==> src/rtl/bp_cce_hybrid_req_router_pkg.sv <==
// ---------------------------------------------------------------------------
// bp_cce_hybrid_req_router_pkg
//
// Shared types and helpers for the hybrid CCE request router:
//   - BedRock LCE request message types seen by the router
//   - request header struct carried on the burst ports
//   - route class and FSM state enums
//   - classification and expected-beat helper functions
// ---------------------------------------------------------------------------
package bp_cce_hybrid_req_router_pkg;

   localparam int paddr_width_gp     = 40;
   localparam int lce_id_width_gp    = 4;
   // Widest request is 128B; with beats of at least 64 bits that is 16 beats
   localparam int exp_beats_width_gp = 5;

   typedef enum logic [3:0] {
      e_bedrock_req_rd_miss = 4'd0,
      e_bedrock_req_wr_miss = 4'd1,
      e_bedrock_req_uc_rd   = 4'd2,
      e_bedrock_req_uc_wr   = 4'd3,
      e_bedrock_req_uc_amo  = 4'd4
   } bp_bedrock_req_type_e;

   typedef enum logic {
      e_req_route_uc  = 1'b0,
      e_req_route_coh = 1'b1
   } bp_cce_hybrid_req_route_e;

   typedef enum logic [1:0] {
      e_ready,
      e_data_uc,
      e_data_coh
   } bp_cce_hybrid_req_state_e;

   // msg_size encodes the request size as 2^msg_size bytes
   typedef struct packed {
      logic [3:0]                 msg_type;
      logic [2:0]                 msg_size;
      logic [lce_id_width_gp-1:0] lce_id;
      logic [paddr_width_gp-1:0]  addr;
   } bp_cce_hybrid_req_hdr_s;

   function automatic logic bp_cce_hybrid_req_is_known(input logic [3:0] msg_type);
      return (msg_type == e_bedrock_req_rd_miss) || (msg_type == e_bedrock_req_wr_miss)
          || (msg_type == e_bedrock_req_uc_rd)   || (msg_type == e_bedrock_req_uc_wr)
          || (msg_type == e_bedrock_req_uc_amo);
   endfunction

   // Only read/write misses go coherent; unknown types fall to the uncached pipe
   function automatic logic bp_cce_hybrid_req_is_uc(input logic [3:0] msg_type, input logic mode);
      return mode || !((msg_type == e_bedrock_req_rd_miss) || (msg_type == e_bedrock_req_wr_miss));
   endfunction

   // Beats of beat_width bits needed to carry 2^msg_size bytes, at least one
   function automatic logic [exp_beats_width_gp-1:0] bp_cce_hybrid_exp_beats
      (input logic [2:0] msg_size, input int beat_width);
      int bits;
      int beats;
      bits  = (1 << msg_size) * 8;
      beats = bits / beat_width;
      if (beats < 1) beats = 1;
      return beats[exp_beats_width_gp-1:0];
   endfunction

endpackage

==> src/rtl/bp_cce_hybrid_req_router_hdr_buffer.sv <==
// ---------------------------------------------------------------------------
// bp_cce_hybrid_hdr_buffer
//
// One-entry header register with valid/ready handshake on both sides.
// Pass-through ready: a new header can be loaded in the same cycle the
// held one is taken downstream. If free and load coincide, the load wins.
//
// Ports:
//   clk_i, reset_i      clock, synchronous active-high reset
//   load_i              write hdr_i/has_data_i this cycle (caller checks ready_o)
//   hdr_i, has_data_i   incoming header and has-data flag
//   ready_o             entry empty or being freed this cycle
//   v_o, hdr_o,
//   has_data_o          held entry (zero when empty)
//   ready_i             downstream ready
// ---------------------------------------------------------------------------
module bp_cce_hybrid_hdr_buffer
   import bp_cce_hybrid_req_router_pkg::*;
   (
      input  logic                   clk_i,
      input  logic                   reset_i,
      input  logic                   load_i,
      input  bp_cce_hybrid_req_hdr_s hdr_i,
      input  logic                   has_data_i,
      output logic                   ready_o,
      output logic                   v_o,
      output bp_cce_hybrid_req_hdr_s hdr_o,
      output logic                   has_data_o,
      input  logic                   ready_i
   );

   logic                   v_q, v_d;
   logic                   has_data_q, has_data_d;
   bp_cce_hybrid_req_hdr_s hdr_q, hdr_d;

   assign ready_o    = ~v_q | ready_i;
   assign v_o        = v_q;
   assign hdr_o      = hdr_q;
   assign has_data_o = has_data_q;

   // Entry contents are cleared on free so an empty buffer presents zeros
   always_comb begin
      v_d        = v_q;
      hdr_d      = hdr_q;
      has_data_d = has_data_q;
      if (load_i) begin
         v_d        = 1'b1;
         hdr_d      = hdr_i;
         has_data_d = has_data_i;
      end else if (v_q && ready_i) begin
         v_d        = 1'b0;
         hdr_d      = '0;
         has_data_d = 1'b0;
      end
   end

   always_ff @(posedge clk_i) begin
      if (reset_i) begin
         v_q        <= 1'b0;
         hdr_q      <= '0;
         has_data_q <= 1'b0;
      end else begin
         v_q        <= v_d;
         hdr_q      <= hdr_d;
         has_data_q <= has_data_d;
      end
   end

endmodule

==> src/rtl/bp_cce_hybrid_req_router.sv <==
// ---------------------------------------------------------------------------
// bp_cce_hybrid_req_router
//
// Steers unblocked BedRock-burst LCE requests to the uncached (uc) or
// coherent (coh) pipe. Headers are registered in a one-entry buffer per
// output; data beats then pass combinationally to the chosen port, locked
// until the last beat. The beat count is checked against msg_size.
//
// Ports:
//   clk_i, reset_i          clock, synchronous active-high reset
//   cce_mode_i              1 = uncached-only mode
//   lce_req_*               input burst (header/has_data/data/last, v/ready)
//   uc_*, coh_*             output burst ports, same shape as input
//   beat_err_o              sticky: bad msg_type or beat-count mismatch
//   idle_o                  FSM ready and both header buffers empty
//   stats_*_o               request/stall counters, only with
//                           BP_CCE_HYBRID_REQ_ROUTER_STATS_EN defined
// ---------------------------------------------------------------------------
module bp_cce_hybrid_req_router
   import bp_cce_hybrid_req_router_pkg::*;
   #(
      parameter int lce_data_width_p  = 64,
      parameter int cce_block_width_p = 512
   )
   (
      input  logic                        clk_i,
      input  logic                        reset_i,
      input  logic                        cce_mode_i,

      input  bp_cce_hybrid_req_hdr_s      lce_req_header_i,
      input  logic                        lce_req_header_v_i,
      output logic                        lce_req_header_ready_and_o,
      input  logic                        lce_req_has_data_i,
      input  logic [lce_data_width_p-1:0] lce_req_data_i,
      input  logic                        lce_req_data_v_i,
      output logic                        lce_req_data_ready_and_o,
      input  logic                        lce_req_last_i,

      output bp_cce_hybrid_req_hdr_s      uc_header_o,
      output logic                        uc_header_v_o,
      input  logic                        uc_header_ready_and_i,
      output logic                        uc_has_data_o,
      output logic [lce_data_width_p-1:0] uc_data_o,
      output logic                        uc_data_v_o,
      input  logic                        uc_data_ready_and_i,
      output logic                        uc_last_o,

      output bp_cce_hybrid_req_hdr_s      coh_header_o,
      output logic                        coh_header_v_o,
      input  logic                        coh_header_ready_and_i,
      output logic                        coh_has_data_o,
      output logic [lce_data_width_p-1:0] coh_data_o,
      output logic                        coh_data_v_o,
      input  logic                        coh_data_ready_and_i,
      output logic                        coh_last_o,

      output logic                        beat_err_o,
`ifdef BP_CCE_HYBRID_REQ_ROUTER_STATS_EN
      output logic [31:0]                 stats_uc_o,
      output logic [31:0]                 stats_coh_o,
      output logic [31:0]                 stats_stall_o,
`endif
      output logic                        idle_o
   );

   localparam int max_beats_lp      = cce_block_width_p / lce_data_width_p;
   localparam int beat_cnt_width_lp = $clog2(max_beats_lp + 1);
   localparam int cmp_width_lp      = ((beat_cnt_width_lp > exp_beats_width_gp)
                                       ? beat_cnt_width_lp : exp_beats_width_gp) + 1;

   bp_cce_hybrid_req_state_e         state_q, state_d;
   logic [beat_cnt_width_lp-1:0]     beat_cnt_q, beat_cnt_d;
   logic [exp_beats_width_gp-1:0]    exp_beats_q, exp_beats_d;
   logic                             beat_err_q, beat_err_d;

   bp_cce_hybrid_req_route_e route;
   logic                     bad_type;
   logic                     hdr_ready, hdr_accept, data_ready, beat_hs;
   logic                     uc_dv, coh_dv;

   logic                     uc_buf_ready, uc_buf_v, uc_buf_has_data;
   logic                     coh_buf_ready, coh_buf_v, coh_buf_has_data;
   bp_cce_hybrid_req_hdr_s   uc_buf_hdr, coh_buf_hdr;

   assign route    = bp_cce_hybrid_req_is_uc(lce_req_header_i.msg_type, cce_mode_i)
                     ? e_req_route_uc : e_req_route_coh;
   assign bad_type = ~bp_cce_hybrid_req_is_known(lce_req_header_i.msg_type);

   assign hdr_accept = lce_req_header_v_i & hdr_ready;
   assign beat_hs    = lce_req_data_v_i & data_ready;

   bp_cce_hybrid_hdr_buffer uc_buf (
      .clk_i      (clk_i),
      .reset_i    (reset_i),
      .load_i     (hdr_accept && (route == e_req_route_uc)),
      .hdr_i      (lce_req_header_i),
      .has_data_i (lce_req_has_data_i),
      .ready_o    (uc_buf_ready),
      .v_o        (uc_buf_v),
      .hdr_o      (uc_buf_hdr),
      .has_data_o (uc_buf_has_data),
      .ready_i    (uc_header_ready_and_i)
   );

   bp_cce_hybrid_hdr_buffer coh_buf (
      .clk_i      (clk_i),
      .reset_i    (reset_i),
      .load_i     (hdr_accept && (route == e_req_route_coh)),
      .hdr_i      (lce_req_header_i),
      .has_data_i (lce_req_has_data_i),
      .ready_o    (coh_buf_ready),
      .v_o        (coh_buf_v),
      .hdr_o      (coh_buf_hdr),
      .has_data_o (coh_buf_has_data),
      .ready_i    (coh_header_ready_and_i)
   );

   // Next-state and handshake logic. While a burst is locked to a port, its
   // data is held back until that port's buffered header has left, so a beat
   // can never overtake its header. The buffer only ever holds this burst's
   // header because new headers are refused during a burst.
   always_comb begin
      state_d     = state_q;
      beat_cnt_d  = beat_cnt_q;
      exp_beats_d = exp_beats_q;
      beat_err_d  = beat_err_q;
      hdr_ready   = 1'b0;
      data_ready  = 1'b0;
      uc_dv       = 1'b0;
      coh_dv      = 1'b0;

      case (state_q)
         e_ready: begin
            hdr_ready = (route == e_req_route_uc) ? uc_buf_ready : coh_buf_ready;
            if (lce_req_header_v_i && hdr_ready && !reset_i) begin
               if (bad_type) beat_err_d = 1'b1;
               if (lce_req_has_data_i) begin
                  state_d     = (route == e_req_route_uc) ? e_data_uc : e_data_coh;
                  beat_cnt_d  = '0;
                  exp_beats_d = bp_cce_hybrid_exp_beats(lce_req_header_i.msg_size,
                                                        lce_data_width_p);
               end
            end
         end
         e_data_uc: begin
            uc_dv      = lce_req_data_v_i & ~uc_buf_v;
            data_ready = uc_data_ready_and_i & ~uc_buf_v;
         end
         e_data_coh: begin
            coh_dv     = lce_req_data_v_i & ~coh_buf_v;
            data_ready = coh_data_ready_and_i & ~coh_buf_v;
         end
         default: state_d = e_ready;
      endcase

      if (reset_i) begin
         hdr_ready  = 1'b0;
         data_ready = 1'b0;
         uc_dv      = 1'b0;
         coh_dv     = 1'b0;
      end

      // Beat counting saturates so an overlong burst still flags a mismatch
      if (lce_req_data_v_i && data_ready) begin
         if (beat_cnt_q != {beat_cnt_width_lp{1'b1}})
            beat_cnt_d = beat_cnt_q + beat_cnt_width_lp'(1);
         if (lce_req_last_i) begin
            state_d = e_ready;
            if ((cmp_width_lp'(beat_cnt_q) + cmp_width_lp'(1)) != cmp_width_lp'(exp_beats_q))
               beat_err_d = 1'b1;
         end
      end
   end

   always_ff @(posedge clk_i) begin
      if (reset_i) begin
         state_q     <= e_ready;
         beat_cnt_q  <= '0;
         exp_beats_q <= '0;
         beat_err_q  <= 1'b0;
      end else begin
         state_q     <= state_d;
         beat_cnt_q  <= beat_cnt_d;
         exp_beats_q <= exp_beats_d;
         beat_err_q  <= beat_err_d;
      end
   end

   assign lce_req_header_ready_and_o = hdr_ready;
   assign lce_req_data_ready_and_o   = data_ready;

   assign uc_header_v_o  = uc_buf_v & ~reset_i;
   assign uc_header_o    = uc_header_v_o ? uc_buf_hdr : '0;
   assign uc_has_data_o  = uc_header_v_o & uc_buf_has_data;
   assign uc_data_v_o    = uc_dv;
   assign uc_data_o      = uc_dv ? lce_req_data_i : '0;
   assign uc_last_o      = uc_dv & lce_req_last_i;

   assign coh_header_v_o = coh_buf_v & ~reset_i;
   assign coh_header_o   = coh_header_v_o ? coh_buf_hdr : '0;
   assign coh_has_data_o = coh_header_v_o & coh_buf_has_data;
   assign coh_data_v_o   = coh_dv;
   assign coh_data_o     = coh_dv ? lce_req_data_i : '0;
   assign coh_last_o     = coh_dv & lce_req_last_i;

   assign beat_err_o = beat_err_q;
   assign idle_o     = (state_q == e_ready) & ~uc_buf_v & ~coh_buf_v;

`ifdef BP_CCE_HYBRID_REQ_ROUTER_STATS_EN
   logic [31:0] uc_req_cnt_q, uc_req_cnt_d;
   logic [31:0] coh_req_cnt_q, coh_req_cnt_d;
   logic [31:0] stall_cnt_q, stall_cnt_d;

   // Saturating counters of accepted requests per route and header stalls
   always_comb begin
      uc_req_cnt_d  = uc_req_cnt_q;
      coh_req_cnt_d = coh_req_cnt_q;
      stall_cnt_d   = stall_cnt_q;
      if (hdr_accept && (route == e_req_route_uc) && (uc_req_cnt_q != '1))
         uc_req_cnt_d = uc_req_cnt_q + 32'd1;
      if (hdr_accept && (route == e_req_route_coh) && (coh_req_cnt_q != '1))
         coh_req_cnt_d = coh_req_cnt_q + 32'd1;
      if (lce_req_header_v_i && !hdr_ready && (stall_cnt_q != '1))
         stall_cnt_d = stall_cnt_q + 32'd1;
   end

   always_ff @(posedge clk_i) begin
      if (reset_i) begin
         uc_req_cnt_q  <= '0;
         coh_req_cnt_q <= '0;
         stall_cnt_q   <= '0;
      end else begin
         uc_req_cnt_q  <= uc_req_cnt_d;
         coh_req_cnt_q <= coh_req_cnt_d;
         stall_cnt_q   <= stall_cnt_d;
      end
   end

   assign stats_uc_o    = uc_req_cnt_q;
   assign stats_coh_o   = coh_req_cnt_q;
   assign stats_stall_o = stall_cnt_q;
`endif

endmodule

==> config.mk <==
export PLATFORM = sky130hd
export DESIGN_NAME = bp_cce_hybrid_req_router
export DESIGN_NICKNAME = d
export VERILOG_FILES = /design/src/rtl/bp_cce_hybrid_req_router_pkg.sv /design/src/rtl/bp_cce_hybrid_req_router_hdr_buffer.sv /design/src/rtl/bp_cce_hybrid_req_router.sv
export SDC_FILE = /design/constraint.sdc
export NUM_CORES = 1
export LEC_CHECK = 0
export ABC_CLOCK_PERIOD_IN_PS = 4500
export CAP_MARGIN = 20
export CORE_AREA = 2 2 144 146
export CTS_BUF_LIST = sky130_fd_sc_hd__clkbuf_2
export DETAILED_ROUTE_END_ITERATION = 16
export DIE_AREA = 0 0 146 148
export GPL_TIMING_DRIVEN = 0
export PLACE_DENSITY = 0.68
export SYNTH_ARGS = -nofsm -noshare
export SYNTH_HDL_FRONTEND = slang
export SYNTH_SLANG_ARGS = --single-unit
==> constraint.sdc <==
create_clock -name clk_i -period 4.5 [get_ports clk_i]
set_input_delay 0.45 -clock clk_i [delete_from_list [all_inputs] [get_ports clk_i]]
set_output_delay 0.45 -clock clk_i [all_outputs]
set_load 0.02 [all_outputs]
==> impl_metrics.tcl, run 1 <==
set metrics [dict create \
    drive_gt1_frac 0.0836 \
    ys_top_cells_by_count "and2_1 (235), dfxtp_1 (118), nor2_1 (107)" \
    grt_overflow 0 \
    tightest_slew_ns 0.855 \
    min_path_cells 3 \
    power.density_nw_per_um2 216 \
    status "finished, final reports clean" \
    timing.rr.start "state_q[0]$_SDFF_PP0_" \
    via_per_inst 4.71 \
    synthesis.area_per_instance_um2 8.62 \
    first_global_vias 6437 \
    async_flop_share 0 \
    cp-end-kind "output pin" \
    hold_start "reset_i" \
    yosysMostFrequentCell "and2_1" \
    yosys.area.top_type "dfxtp_1" \
    root_buffer "clkbuf_2" \
    nets 1229 \
    ant_nets 0 \
    multi_input_area_um2 3450 \
    fin_ws_ns 0.630 \
    place_hpwl_mm 21.0 \
    synth_edf_count 0 \
    syn-num-nets 844 \
    r2r-end "uc_buf.hdr_o[16]$_SDFFE_PP0P_" \
    postCtsSetupBuffers 0 \
    cts_inserted_buffers 17 \
    hold_viol 0 \
    grt_setup_unrepaired "false" \
    wire_per_inst_um 18.7 \
    antenna_found_initial 1 \
    cap_violations 0 \
    die_width_um 146 \
    die_h_um 148 \
    core-area_um2 20000 \
    tritoncts "yes" \
    fin_util 0.522 \
    synthCells 714 \
    ctsHoldBuffers 0 \
    arrival_ns 3.42 \
    path_max_fanout 10 \
    hold_class "in2reg" \
    tns_ns 0 \
    fin_cells 1383 \
    clock_skew_ns 0.0144 \
    slew_headroom 0.425 \
    n_fill_cell 1926 \
    cts_resized 0 \
    drt_wl_total_mm 25.8 \
    clockBufferDepth 2 \
    synth_area_leaders "dfxtp_1 (38%), and2_1 (24%), a22oi_2 (7.7%)" \
    placedCellCount 1350 \
    start_util 0.307 \
    clock_latency_ns 0.68 \
    drt_iter0_drc 260 \
    grt_max_degree 17 \
    placed_cell_area_um2 10200 \
    seqCellArea_um2 2360 \
    slew_violations 0 \
    grt_pass1_wl_mm 37.8 \
    ys_warn_count 0 \
    ir_drop_v 0.000188 \
    grt_use_total 0.229 \
    ys_seq_area_frac 0.384 \
    worstPathRequired_ns 4.05 \
    vias 6515 \
    worst-setup-path-type "reg2out" \
    drc_errors 0 \
    ys_types 45 \
    setup_viol 0 \
    reg2regPathDepth 8 \
    power_leakage_nw 3.82 \
    min_period_ns 3.87 \
    start_kind "flop" \
    synth_top_area_frac 0.384 \
    firstDrtPassIters 5 \
    dieArea_um2 21600 \
    fin_area_um2 10500 \
    fmax_mhz 258 \
    min_to "state_q[1]$_SDFF_PP0_" \
    synth-main-ff-cell "dfxtp_1" \
    io_buffers 366 \
    htree_levels 4 \
    ys_ff_latch 118 \
    clk_pin_slew_ns 0.17 \
    area_delta_synth_final_pct 69.9 \
    ios 368 \
    gp_congestion 0.881 \
    place_ws_ns 0.670 \
    syn_area_um2 6150 \
    reg2reg_slack_ns 2.04 \
    period_share 0.860 \
    placement_rows 52 \
    startpoint "state_q[1]$_SDFF_PP0_" \
    clock-sinks 118 \
]
logic make-up after synthesis:
kind of cell | after synthesis | share of synthesized area
multiplexers | 3 | 0.00610
XOR/XNOR | 5 | 0.00712
flip-flops | 118 | 0.384
adder cells (fa/ha/maj) | 4 | 0.00814
buffers and inverters | 67 | 0.0549
AO/OA/AOI/OAI | 130 | 0.189
AND/OR/NAND/NOR | 387 | 0.351
layout by cell type (no fill, tap or decap), drive strengths merged, types with 6 or more instances in the layout:
master	netlist	final
clkdlybuf4s50	0	366
nand2	9	9
inv	6	7
clkbuf	39	57
a21oi	6	6
and2	235	235
nor2	107	107
dfxtp	118	118
a22oi	99	99
and3	7	7
buf	22	22
worst max-delay path by stage:
stage | endpoint | slack [ns] | depth (start not counted)
after floorplan | coh_data_o[14] | 2.28 | 6
after global placement | uc_data_o[38] | 0.67 | 7
after detailed placement | uc_data_o[38] | 0.67 | 7
after CTS | uc_data_o[38] | 0.39 | 7
after global routing | uc_data_o[38] | 0.20 | 7
final | uc_data_o[38] | 0.63 | 7
flip-flops by register name, summed over array words and instances (netlist names):
| name | flops |
|---|---|
| beat_err_o | 1 |
| coh_buf.v_o | 1 |
| uc_buf.hdr_o | 51 |
| uc_buf.has_data_o | 1 |
| coh_buf.has_data_o | 1 |
| beat_cnt_q | 4 |
| uc_buf.v_o | 1 |
| state_q | 2 |
| coh_buf.hdr_o | 51 |
| exp_beats_q | 5 |
stage by stage:
stage	total power [mW]	hold slack [ns]
global placement	1.44	0.443
finish	2.26	0.204
detailed placement	1.44	0.455
global route	2.35	0.178
CTS	2.28	0.145
floorplan	1.24	0.432
critical path, cell delays in order (launching register included):
cell and delay [ns]:
dfxtp_1 0.37, inv_1 0.10, ha_1 0.16, nor3b_1 0.42, buf_1 0.43, clkbuf_1 0.33
and2_1 0.19, clkdlybuf4s50_1 0.73
where the power goes:
part	internal [mW]	switching [mW]	total, mW
registers	1.07	0.0150	1.09
clock network	0.418	0.421	0.840
logic	0.170	0.157	0.327
total	1.66	0.594	2.26
layer usage:
metal / GRT usage / routed length, µm / up-vias
li1: - / - / 3184
met1: 0.249 / 9940 / 3031
met2: 0.406 / 13000 / 257
met3: 0.0769 / 1960 / 43
met4: 0.0985 / 943 / 0
met5: 0 / 0 / -
area by class of cell:
| class | instances | area share |
|---|---|---|
| Antenna cell | 1 | 0.000239 |
| Buffer | 61 | 0.0302 |
| Clock buffer | 18 | 0.00862 |
| Clock inverter | 14 | 0.0198 |
| Inverter | 6 | 0.00215 |
| Multi-Input combinational cell | 529 | 0.330 |
| Sequential cell | 118 | 0.226 |
| Tap cell | 270 | 0.0323 |
| Timing Repair Buffer | 366 | 0.350 |
No activity file was read; power rests on OpenSTA's default activity.
==> inputs of run 2 (changes only) <==
CAP_MARGIN = 0   (was 20)
GPL_TIMING_DRIVEN = not set   (was 0)
==> run 2 against run 1 <==
Compared with the run above: combinational power decreased by 3%; worst hold slack got worse by 0.054 ns; wire length decreased by 5.8%; final area decreased by 2.2%; register-to-register slack about the same; first-iteration DRC count decreased by 0.38%; setup slack improved by 0.40 ns; non-clock buffer count decreased by 51; power decreased by 2.0%; fmax increased by 12%; global-route usage decreased by 1.1 points; die area unchanged.
==> impl_metrics.tcl, run 2 (synthesis results as in run 1) <==
set metrics [dict create \
    drt_iter0_drc 259 \
    worstPathRequired_ns 4.05 \
    n_fill_cell 1983 \
    fmax_mhz 288 \
    root_buffer "clkbuf_2" \
    drt_wl_total_mm 24.3 \
    grt_overflow 0 \
    arrival_ns 3.02 \
    power_leakage_nw 3.73 \
    final_common_cell "clkdlybuf4s50_1" \
    r2r-end "coh_buf.hdr_o[19]$_SDFFE_PP0P_" \
    hold_viol 0 \
    clock-sinks 118 \
    crit_chain "nor2b_4 -> and2_1 -> clkdlybuf4s50_1" \
    dr_wl_met3_mm 1.96 \
    min_period_ns 3.47 \
    dieArea_um2 21600 \
    fin_hold_ws_ns 0.151 \
    clock_latency_ns 0.65 \
    ctsHoldBuffers 0 \
    clockBufferDepth 2 \
    tns_ns 0 \
    grt_pass1_wl_mm 36.6 \
    slew_headroom 0.272 \
    met2_length_mm 11.9 \
    grt_max_degree 67 \
    first_global_vias 6117 \
    cp-end-kind "output pin" \
    reg2regPathDepth 7 \
    core-area_um2 20000 \
    crit_slowest_cell "nor2b_4" \
    place_ws_ns 1.33 \
    power_mw 2.21 \
    start_util 0.307 \
    power.density_nw_per_um2 216 \
    status "finished, final reports clean" \
    ant_nets 0 \
    grt_setup_unrepaired "false" \
    vias 6315 \
    io_buffers 367 \
    cap_violations 0 \
    drc_errors 0 \
    area_delta_synth_final_pct 66.1 \
    fin_ws_ns 1.03 \
    firstDrtPassIters 4 \
    nets 1178 \
    path_max_fanout 53 \
    cts_resized 0 \
    reg2reg_slack_ns 2.04 \
    drive_gt1_frac 0.0831 \
    ios 368 \
    tritoncts "yes" \
    top_layer "met4" \
    start_kind "flop" \
    slew_violations 0 \
    drt-met1-wl_mm 9.77 \
    grt_use_total 0.218 \
    setup_viol 0 \
    cts_inserted_buffers 17 \
    slowest_delay_ns 0.94 \
    antenna_found_initial 1 \
    ir_drop_v 0.000189 \
    placedCellCount 1299 \
    hold_start "reset_i" \
    clock_skew_ns 0.0239 \
    timing.rr.start "state_q[1]$_SDFF_PP0_" \
    worst-setup-path-type "reg2out" \
    place_hpwl_mm 17.9 \
    die_width_um 146 \
    die_h_um 148 \
    placement_rows 52 \
    postCtsSetupBuffers 0 \
    tightest_slew_ns 1.09 \
    period_share 0.771 \
    hold_class "in2reg" \
    via_per_inst 4.75 \
    final_cell_mix "clkdlybuf4s50_1 (366), and2_1 (235), dfxtp_1 (118), nor2_1 (107), a22oi_1 (61)" \
    wire_per_inst_um 18.3 \
    min_to "state_q[0]$_SDFF_PP0_" \
    htree_levels 4 \
    min_path_cells 3 \
    fin_cells 1330 \
    clk_pin_slew_ns 0.17 \
    gp_congestion 0.838 \
]
run 2: cell types whose count changed in the layout (fill, tap and decap cells not counted), moves of 8 or more:
cell and delta:
buf_2 -9, buf_4 +8, clkbuf_1 -39, buf_6 -9
run 2: through the flow:
stage	cell area, µm²	util
final	10200	0.510
after global routing	10200	0.510
after CTS	10200	0.510
after detailed placement	9940	0.496
after global placement	9940	0.496
after floorplan	6150	-
run 2: power by group:
group          switching (mW)  internal [mW]  total [mW]
clock                   0.391          0.414       0.805
sequential             0.0152           1.07        1.09
combinational           0.153          0.164       0.317
total                   0.559           1.65        2.21
run 2: cell type report:
| type | instances | area [µm²] | area share |
|---|---|---|---|
| timing repair buffer | 376 | 3740 | 0.366 |
| clock buffer | 19 | 95.1 | 0.00930 |
| multi-input combinational | 529 | 3480 | 0.340 |
| inverter | 6 | 22.5 | 0.00220 |
| clock inverter | 11 | 183 | 0.0179 |
| antenna | 1 | 2.50 | 0.000245 |
| tap | 270 | 338 | 0.0331 |
| sequential | 118 | 2360 | 0.231 |
run 2: layer usage:
layer  track usage  vias up
met3        0.0784       29
li1              -     3070
met4        0.0893        0
met5             0        -
met1         0.255     2953
met2         0.363      263
run 2: how the worst max path moves through the flow:
stage                     slack [ns]                    start  depth (start not counted)                       endpoint
after floorplan                 2.28                  reset_i                          6                 coh_data_o[14]
after detailed placement        1.33     lce_req_header_i[49]                          6   uc_buf.hdr_o[1]$_SDFFE_PP0P_
after global placement          1.37     lce_req_header_i[49]                          6  uc_buf.hdr_o[48]$_SDFFE_PP0P_
after global routing            0.70  uc_buf.v_o$_SDFFE_PP0P_                          3                uc_header_o[23]
final                           1.03  uc_buf.v_o$_SDFFE_PP0P_                          3                uc_header_o[23]
after CTS                       0.87  uc_buf.v_o$_SDFFE_PP0P_                          3                  uc_has_data_o
run 2: critical path, delay by kind of cell (launching register included):
kind,cells,cell delay [ns]
buffers and inverters,1,0.63
DFF,1,0.53
and+or+nand+nor,2,1.19
